==> src/rtl/store_write_buffer.sv <==
// Store write buffer: circular queue of LSU stores, held until the ROB commits
// them and then drained in order to the D-cache or the uncached handler. Also
// produces the per-load dependency mask (rely) and the live-entry mask (cur).
module store_write_buffer #(
    parameter int DEPTH = 16,
    parameter int PTR_W = 4
) (
    input  logic             clk,
    input  logic             resetn,
    input  logic             flush,
    input  logic             st_valid,
    output logic             st_ready,
    input  logic [31:0]      st_addr,
    input  logic [31:0]      st_data,
    input  logic [1:0]       st_size,
    input  logic             st_cache,
    input  logic             commit,
    input  logic [31:0]      ld_addr,
    input  logic             ld_cache,
    output logic [DEPTH-1:0] rely,
    output logic [DEPTH-1:0] cur,
    output logic             da_w,
    input  logic             da_ready,
    output logic [31:0]      da_waddr,
    output logic [31:0]      da_wdata,
    output logic [3:0]       da_wmask,
    output logic             uh_wvalid,
    input  logic             uh_wready,
    output logic [31:0]      uh_waddr,
    output logic [31:0]      uh_wdata,
    output logic [1:0]       uh_wsize,
    output logic [PTR_W:0]   count,
    output logic             empty
);

    typedef enum logic [1:0] {
        s_byte = 2'd0,
        s_half = 2'd1,
        s_word = 2'd2
    } size_e;

    typedef enum logic [1:0] {
        ST_IDLE     = 2'd0,
        ST_CACHED   = 2'd1,
        ST_UNCACHED = 2'd2
    } state_t;

    // Pointers carry an extra wrap bit so full and empty are distinguishable.
    logic [PTR_W:0]   head_q, head_d, cmt_q, cmt_d, tail_q, tail_d, cnt_d, head_inc;
    logic [DEPTH-1:0] valid_q, valid_d;
    state_t           state_q, state_d;

    logic [31:0]      mem_addr_q  [DEPTH];
    logic [31:0]      mem_data_q  [DEPTH];
    logic [3:0]       mem_mask_q  [DEPTH];
    logic [1:0]       mem_size_q  [DEPTH];
    logic [DEPTH-1:0] mem_cache_q;

    logic             full, enq, commit_ok, drain_done;
    logic [3:0]       enq_mask;
    logic [PTR_W-1:0] head_idx, tail_idx, next_idx;
    logic             unused_ld_low;

    assign head_idx = head_q[PTR_W-1:0];
    assign tail_idx = tail_q[PTR_W-1:0];
    assign head_inc = head_q + 1'b1;
    assign next_idx = head_inc[PTR_W-1:0];

    assign count    = tail_q - head_q;
    assign full     = (count == (PTR_W+1)'(DEPTH));
    assign empty    = (count == '0);
    // A drain finishing this cycle does not free a slot until the next one.
    assign st_ready = ~full & ~flush;
    assign enq      = st_valid & st_ready;
    assign cur      = valid_q;
    assign unused_ld_low = ^ld_addr[1:0];

    // Byte-enable mask for the incoming store.
    always_comb begin
        // NOTE: every always_comb output gets a default first so no path can infer a latch.
        enq_mask = 4'hF;
        case (size_e'(st_size))
            s_byte:  enq_mask = 4'b0001 << st_addr[1:0];
            s_half:  enq_mask = 4'b0011 << st_addr[1:0];
            default: enq_mask = 4'hF;
        endcase
    end

    // Pointer updates and the derived live-entry mask.
    always_comb begin
        logic [PTR_W-1:0] off;
        off       = '0;
        commit_ok = commit & (cmt_q != tail_q);
        cmt_d     = cmt_q + {{PTR_W{1'b0}}, commit_ok};
        head_d    = head_q + {{PTR_W{1'b0}}, drain_done};
        // Flush rolls tail back to the commit point; a same-cycle enqueue is lost.
        tail_d    = flush ? cmt_d : tail_q + {{PTR_W{1'b0}}, enq};
        cnt_d     = tail_d - head_d;
        valid_d   = '0;
        for (int i = 0; i < DEPTH; i++) begin
            off        = PTR_W'(i) - head_d[PTR_W-1:0];
            valid_d[i] = ({1'b0, off} < cnt_d);
        end
    end

    // Drain FSM next state; goes straight to the next committed entry when one is ready.
    always_comb begin
        state_d    = state_q;
        drain_done = 1'b0;
        case (state_q)
            ST_IDLE: begin
                if (head_q != cmt_q)
                    state_d = mem_cache_q[head_idx] ? ST_CACHED : ST_UNCACHED;
            end
            ST_CACHED, ST_UNCACHED: begin
                if ((state_q == ST_CACHED) ? da_ready : uh_wready) begin
                    drain_done = 1'b1;
                    if (head_inc != cmt_q)
                        state_d = mem_cache_q[next_idx] ? ST_CACHED : ST_UNCACHED;
                    else
                        state_d = ST_IDLE;
                end
            end
            default: state_d = ST_IDLE;
        endcase
    end

    // Request outputs come from the registered state and the head entry, so they hold until accepted.
    assign da_w      = (state_q == ST_CACHED);
    assign da_waddr  = mem_addr_q[head_idx];
    assign da_wdata  = mem_data_q[head_idx];
    assign da_wmask  = mem_mask_q[head_idx];
    assign uh_wvalid = (state_q == ST_UNCACHED);
    assign uh_waddr  = mem_addr_q[head_idx];
    assign uh_wdata  = mem_data_q[head_idx];
    assign uh_wsize  = mem_size_q[head_idx];

    // Load dependency: same word, or both uncached (keeps uncached accesses ordered).
    always_comb begin
        rely = '0;
        for (int i = 0; i < DEPTH; i++)
            rely[i] = valid_q[i] &
                      ((mem_addr_q[i][31:2] == ld_addr[31:2]) | (~ld_cache & ~mem_cache_q[i]));
    end

    // Control state registers.
    always_ff @(posedge clk or negedge resetn) begin
        // NOTE: sequential state uses non-blocking assignments so every flop samples pre-edge values.
        if (!resetn) begin
            head_q  <= '0;
            cmt_q   <= '0;
            tail_q  <= '0;
            valid_q <= '0;
            state_q <= ST_IDLE;
        end else begin
            head_q  <= head_d;
            cmt_q   <= cmt_d;
            tail_q  <= tail_d;
            valid_q <= valid_d;
            state_q <= state_d;
        end
    end

    // Entry storage, written at tail on enqueue.
    always_ff @(posedge clk) begin
        // NOTE: the payload array has no reset; valid_q gates every use, so stale contents are harmless.
        if (enq) begin
            mem_addr_q[tail_idx]  <= st_addr;
            mem_data_q[tail_idx]  <= st_data;
            mem_mask_q[tail_idx]  <= enq_mask;
            mem_size_q[tail_idx]  <= st_size;
            mem_cache_q[tail_idx] <= st_cache;
        end
    end

    // Protocol checks: no commit past tail, halfword stores must be aligned.
    always_ff @(posedge clk) begin
        if (resetn) begin
            assert (!(commit && (cmt_q == tail_q)));
            assert (!(enq && (st_size == s_half) && st_addr[0]));
        end
    end

endmodule
==> config.mk <==
export PLATFORM = sky130hd
export DESIGN_NAME = store_write_buffer
export DESIGN_NICKNAME = d
export VERILOG_FILES = /design/src/rtl/store_write_buffer.sv
export SDC_FILE = /design/constraint.sdc
export NUM_CORES = 1
export LEC_CHECK = 0
export CAP_MARGIN = 25
export CORE_MARGIN = 3
export CORE_UTILIZATION = 45
export CTS_BUF_LIST = sky130_fd_sc_hd__clkbuf_8
export DETAILED_ROUTE_END_ITERATION = 7
export PLACE_DENSITY = 0.74
export SETUP_SLACK_MARGIN = 0.02
export SKIP_CTS_REPAIR_TIMING = 1
export SYNTH_ARGS = -nofsm -noshare
export SYNTH_HDL_FRONTEND = slang
export SYNTH_SLANG_ARGS = --single-unit
==> constraint.sdc <==
create_clock -name clk -period 14.55 [get_ports clk]
set_input_delay 2.1825 -clock clk [delete_from_list [all_inputs] [get_ports clk]]
set_output_delay 2.1825 -clock clk [all_outputs]
set_load 0.05 [all_outputs]
==> flow_metrics.py <==
metrics = {
    "global_route": {
        "overflow": 0,
        "grt_pass1_wl_um": 219000,
        "first_global_vias": 28300,
        "antenna_found_initial": 17,
        "grt_max_degree": 114,
        "grt_usage": 0.261,
    },
    "floorplan": {
        "pin_count": 282,
        "dieArea_sq_um": 119000,
        "start_util": 0.457,
        "dieWidth_um": 345,
        "rows": 123,
        "coreArea_sq_um": 113000,
        "fp.dieH_um": 345,
    },
    "setup_path": {
        "path_buf_inv": 2,
        "path_depth": 7,
        "r2r_start": "head_q[1]$_DFF_PN0_",
        "worstPathRequired_ps": 12370,
        "r2r-end": "cur[15]$_DFF_PN0_",
        "critPathLaunchType": "input pin",
        "worstSetupEndpoint": "rely[7]",
        "crit_fanout": 16,
        "slowest_delay_ps": 1020,
        "crit_family": "buffers and inverters",
        "worstRegToRegCells": 18,
        "crit_path_start": "ld_addr[6]",
        "crit_chain": "clkdlybuf4s50_1 -> xor2_1 -> nor4_1 -> nand4_1 -> nor4_1 -> o21a_1 -> clkdlybuf4s50_1",
        "cp.arrival_ps": 6450,
        "endpoint_kind": "output port",
        "ff2ff_setup_slack_ps": 8060,
        "slowest_stage": "clkdlybuf4s50_1",
        "path_class": "in -> out",
    },
    "sta": {
        "max_slew_margin": 0.205,
        "rsz0062_at_grt": "false",
        "fmax_mhz": 116,
        "finClkSkew_ps": 53.1,
        "drv_slew": 0,
        "period_needed_ps": 8630,
        "timing.final.hold_violations": 0,
        "tightestPinTransition_ps": 1180,
        "setup_tns_ps": 0,
        "finalCritPeriodShare": 0.593,
        "setup_viol": 0,
    },
    "clock_tree": {
        "cts_tree": "done",
        "cts_buffer_depth": 3,
        "clkTransAtPathRegs_ps": 70,
        "cts_sinks": 1169,
        "numCtsBuffers": 182,
        "clockRootBuffer": "clkbuf_8",
        "htreeDepth": 4,
        "clock_latency_ps": 850,
    },
    "power_and_ir_drop": {
        "clkPwrFrac": 0.199,
        "p_leak_nw": 19.0,
        "seqPwrFrac": 0.326,
        "p_int_mw": 7.56,
        "p_switching_mw": 5.20,
        "power_frac_comb": 0.475,
        "ir_worst_vdd_mv": 0.335,
        "powerDensity_nw_per_um2": 216,
        "swShare": 0.407,
    },
    "route": {
        "drtPass1Iterations": 6,
        "drtAntennaViolNets": 0,
        "vias": 28200,
        "avgRoutedWirePerCell_um": 33.8,
        "via_per_inst": 6.05,
        "wl_um": 157000,
        "first_iter_violations": 4040,
        "drc": 0,
    },
    "final_layout": {
        "area_growth_pct": 14.1,
        "drive_gt1_frac": 0.217,
        "final_area_sq_um": 59100,
        "fin_nets": 3159,
        "n_fill_cell": 8823,
    },
    "logic_synthesis": {
        "synth.most_common_cell": "edfxtp_1",
        "ys_ff_latch": 1169,
        "synth_top_cell_by_area": "edfxtp_1",
        "synth_top_cell_area_share": 0.658,
        "synth_nets": 2849,
        "synthDistinctLibCells": 51,
        "ys_top_cells_by_count": "edfxtp_1 (1136), mux4_2 (358), xor2_1 (338), xnor2_1 (184), nor4_1 (97)",
        "syn_area_sq_um": 51800,
        "yosysWarnings": 0,
        "ys_async_sr_fraction": 0.0282,
        "synth_cells": 2701,
        "synth_area_leaders": "edfxtp_1 (66%), mux4_2 (16%), xor2_1 (5.7%)",
        "ys_seq_area_frac": 0.674,
        "syn_area_per_cell_sq_um": 19.2,
        "synth_edf_count": 1136,
        "synth_ff_type": "edfxtp_1",
    },
    "placement": {
        "dp_hpwl_um": 103000,
        "io_buffers": 279,
        "placed_area_sq_um": 55700,
        "gp_congestion": 1.03,
    },
    "worst_hold_path": {
        "hold_class": "reg -> reg",
    },
    "outcome": {
        "outcome": "finished, final reports clean",
    },
    "flow_run": {
        "cap_violations": 0,
    },
}
[worst min-delay path by stage]
stage                       startpoint                 end  slack (ps)  cells past startpoint
floorplan           cmt_q[4]$_DFF_PN0_  cmt_q[4]$_DFF_PN0_         520                      1
detailed placement  cmt_q[4]$_DFF_PN0_  cmt_q[4]$_DFF_PN0_         560                      1
global placement    cmt_q[4]$_DFF_PN0_  cmt_q[4]$_DFF_PN0_         550                      1
finish              cmt_q[4]$_DFF_PN0_  cmt_q[4]$_DFF_PN0_         580                      1
CTS                 cmt_q[4]$_DFF_PN0_  cmt_q[4]$_DFF_PN0_         570                      1
global route        cmt_q[4]$_DFF_PN0_  cmt_q[4]$_DFF_PN0_         580                      1
[stage by stage]
stage               std cells  power [mW]  utilization  hold slack, ps  setup WS (ps)
floorplan                2701        8.76            -             517           6220
CTS                      4637        12.8        0.520             573           5930
global route             4646        13.3        0.521             582           5850
global placement         4319        10.2        0.491             545           5740
detailed placement       4323        10.3        0.491             559           5920
finish                   4654        12.8        0.521             575           5920
[registers in the layout, indices dropped and copies added (netlist names), 16 cells and up]
name         count
mem_data_q     512
mem_addr_q     512
mem_size_q      32
mem_cache_q     16
mem_mask_q      64
cur             16
[layout by cell type, fill, tap and decap left out, types with 3 or more instances in the layout]
master	Yosys	routed
edfxtp_1	1136	1136
mux4_2	358	358
xor2_1	338	338
clkdlybuf4s50_1	0	278
clkbuf_8	0	187
xnor2_1	184	184
nor4_1	97	97
inv_1	26	77
buf_4	77	59
nand4_1	49	49
clkinv_1	0	41
ha_1	39	39
nand2_1	36	36
dfrtp_1	33	30
nand3_1	29	29
nor2_1	27	27
clkinv_2	0	18
o21a_1	17	17
nor3_2	0	16
o21ai_0	14	14
diode_2	0	13
a21oi_1	13	13
maj3_1	12	12
mux2i_1	6	6
nor2b_1	5	5
nand2b_1	5	5
buf_2	50	5
maj3_2	4	4
bufinv_16	0	4
and2_1	3	3
mux2_2	3	3
clkinvlp_4	0	3
clkinv_8	0	3
dfrtp_4	0	3
buf_16	0	3
[worst reg2reg max path: cells and delay by family, from the launching register on]
| kind | cells | cell delay (ps) |
|---|---|---|
| fa+ha+maj | 5 | 1710 |
| flops | 1 | 990 |
| simple gates | 5 | 950 |
| compound gates | 3 | 910 |
| xor+xnor | 1 | 690 |
| buf+inv | 3 | 580 |
| mux | 1 | 530 |
[layout make-up]
class	count	area [sq um]	share of cell area
Sequential cell	1169	34900	0.591
Multi-Input combinational cell	1286	15500	0.263
Timing Repair Buffer	346	3350	0.0567
Clock buffer	187	2570	0.0435
Tap cell	1500	1880	0.0318
Clock inverter	127	703	0.0119
Inverter	26	103	0.00174
Antenna cell	13	32.5	0.000550
[power groups by stage]
stage,Combinational (mW),Clock [mW],Sequential (mW)
3_5_place_dp,6.05,0,4.22
3_3_place_gp,6.03,0,4.21
2_1_floorplan,4.62,0,4.14
6_report,6.06,2.54,4.16
4_1_cts,6.09,2.58,4.15
5_1_grt,6.40,2.74,4.17
[metal layers]
layer	wire length (um)	vias up	GRT usage
met1	60000	14800	0.358
met4	7460	10	0.115
met5	65	-	0
met2	72000	1748	0.393
met3	17700	300	0.0731
li1	-	11400	-
[cell families (layout without fill, tap and decap cells)]
logic type | after synthesis | in the layout | share of synthesized area
buffers and inverters | 246 | 686 | 0.0277
AOI/OAI and AO/OA | 60 | 60 | 0.00809
adders and majority gates | 57 | 57 | 0.0134
xor gates and xnor gates | 525 | 525 | 0.0894
muxes | 367 | 367 | 0.157
DFF | 1169 | 1169 | 0.674
other | 0 | 13 | 0
and+or+nand+nor | 277 | 277 | 0.0297
Note: power is estimated with default switching activity, not from simulation.
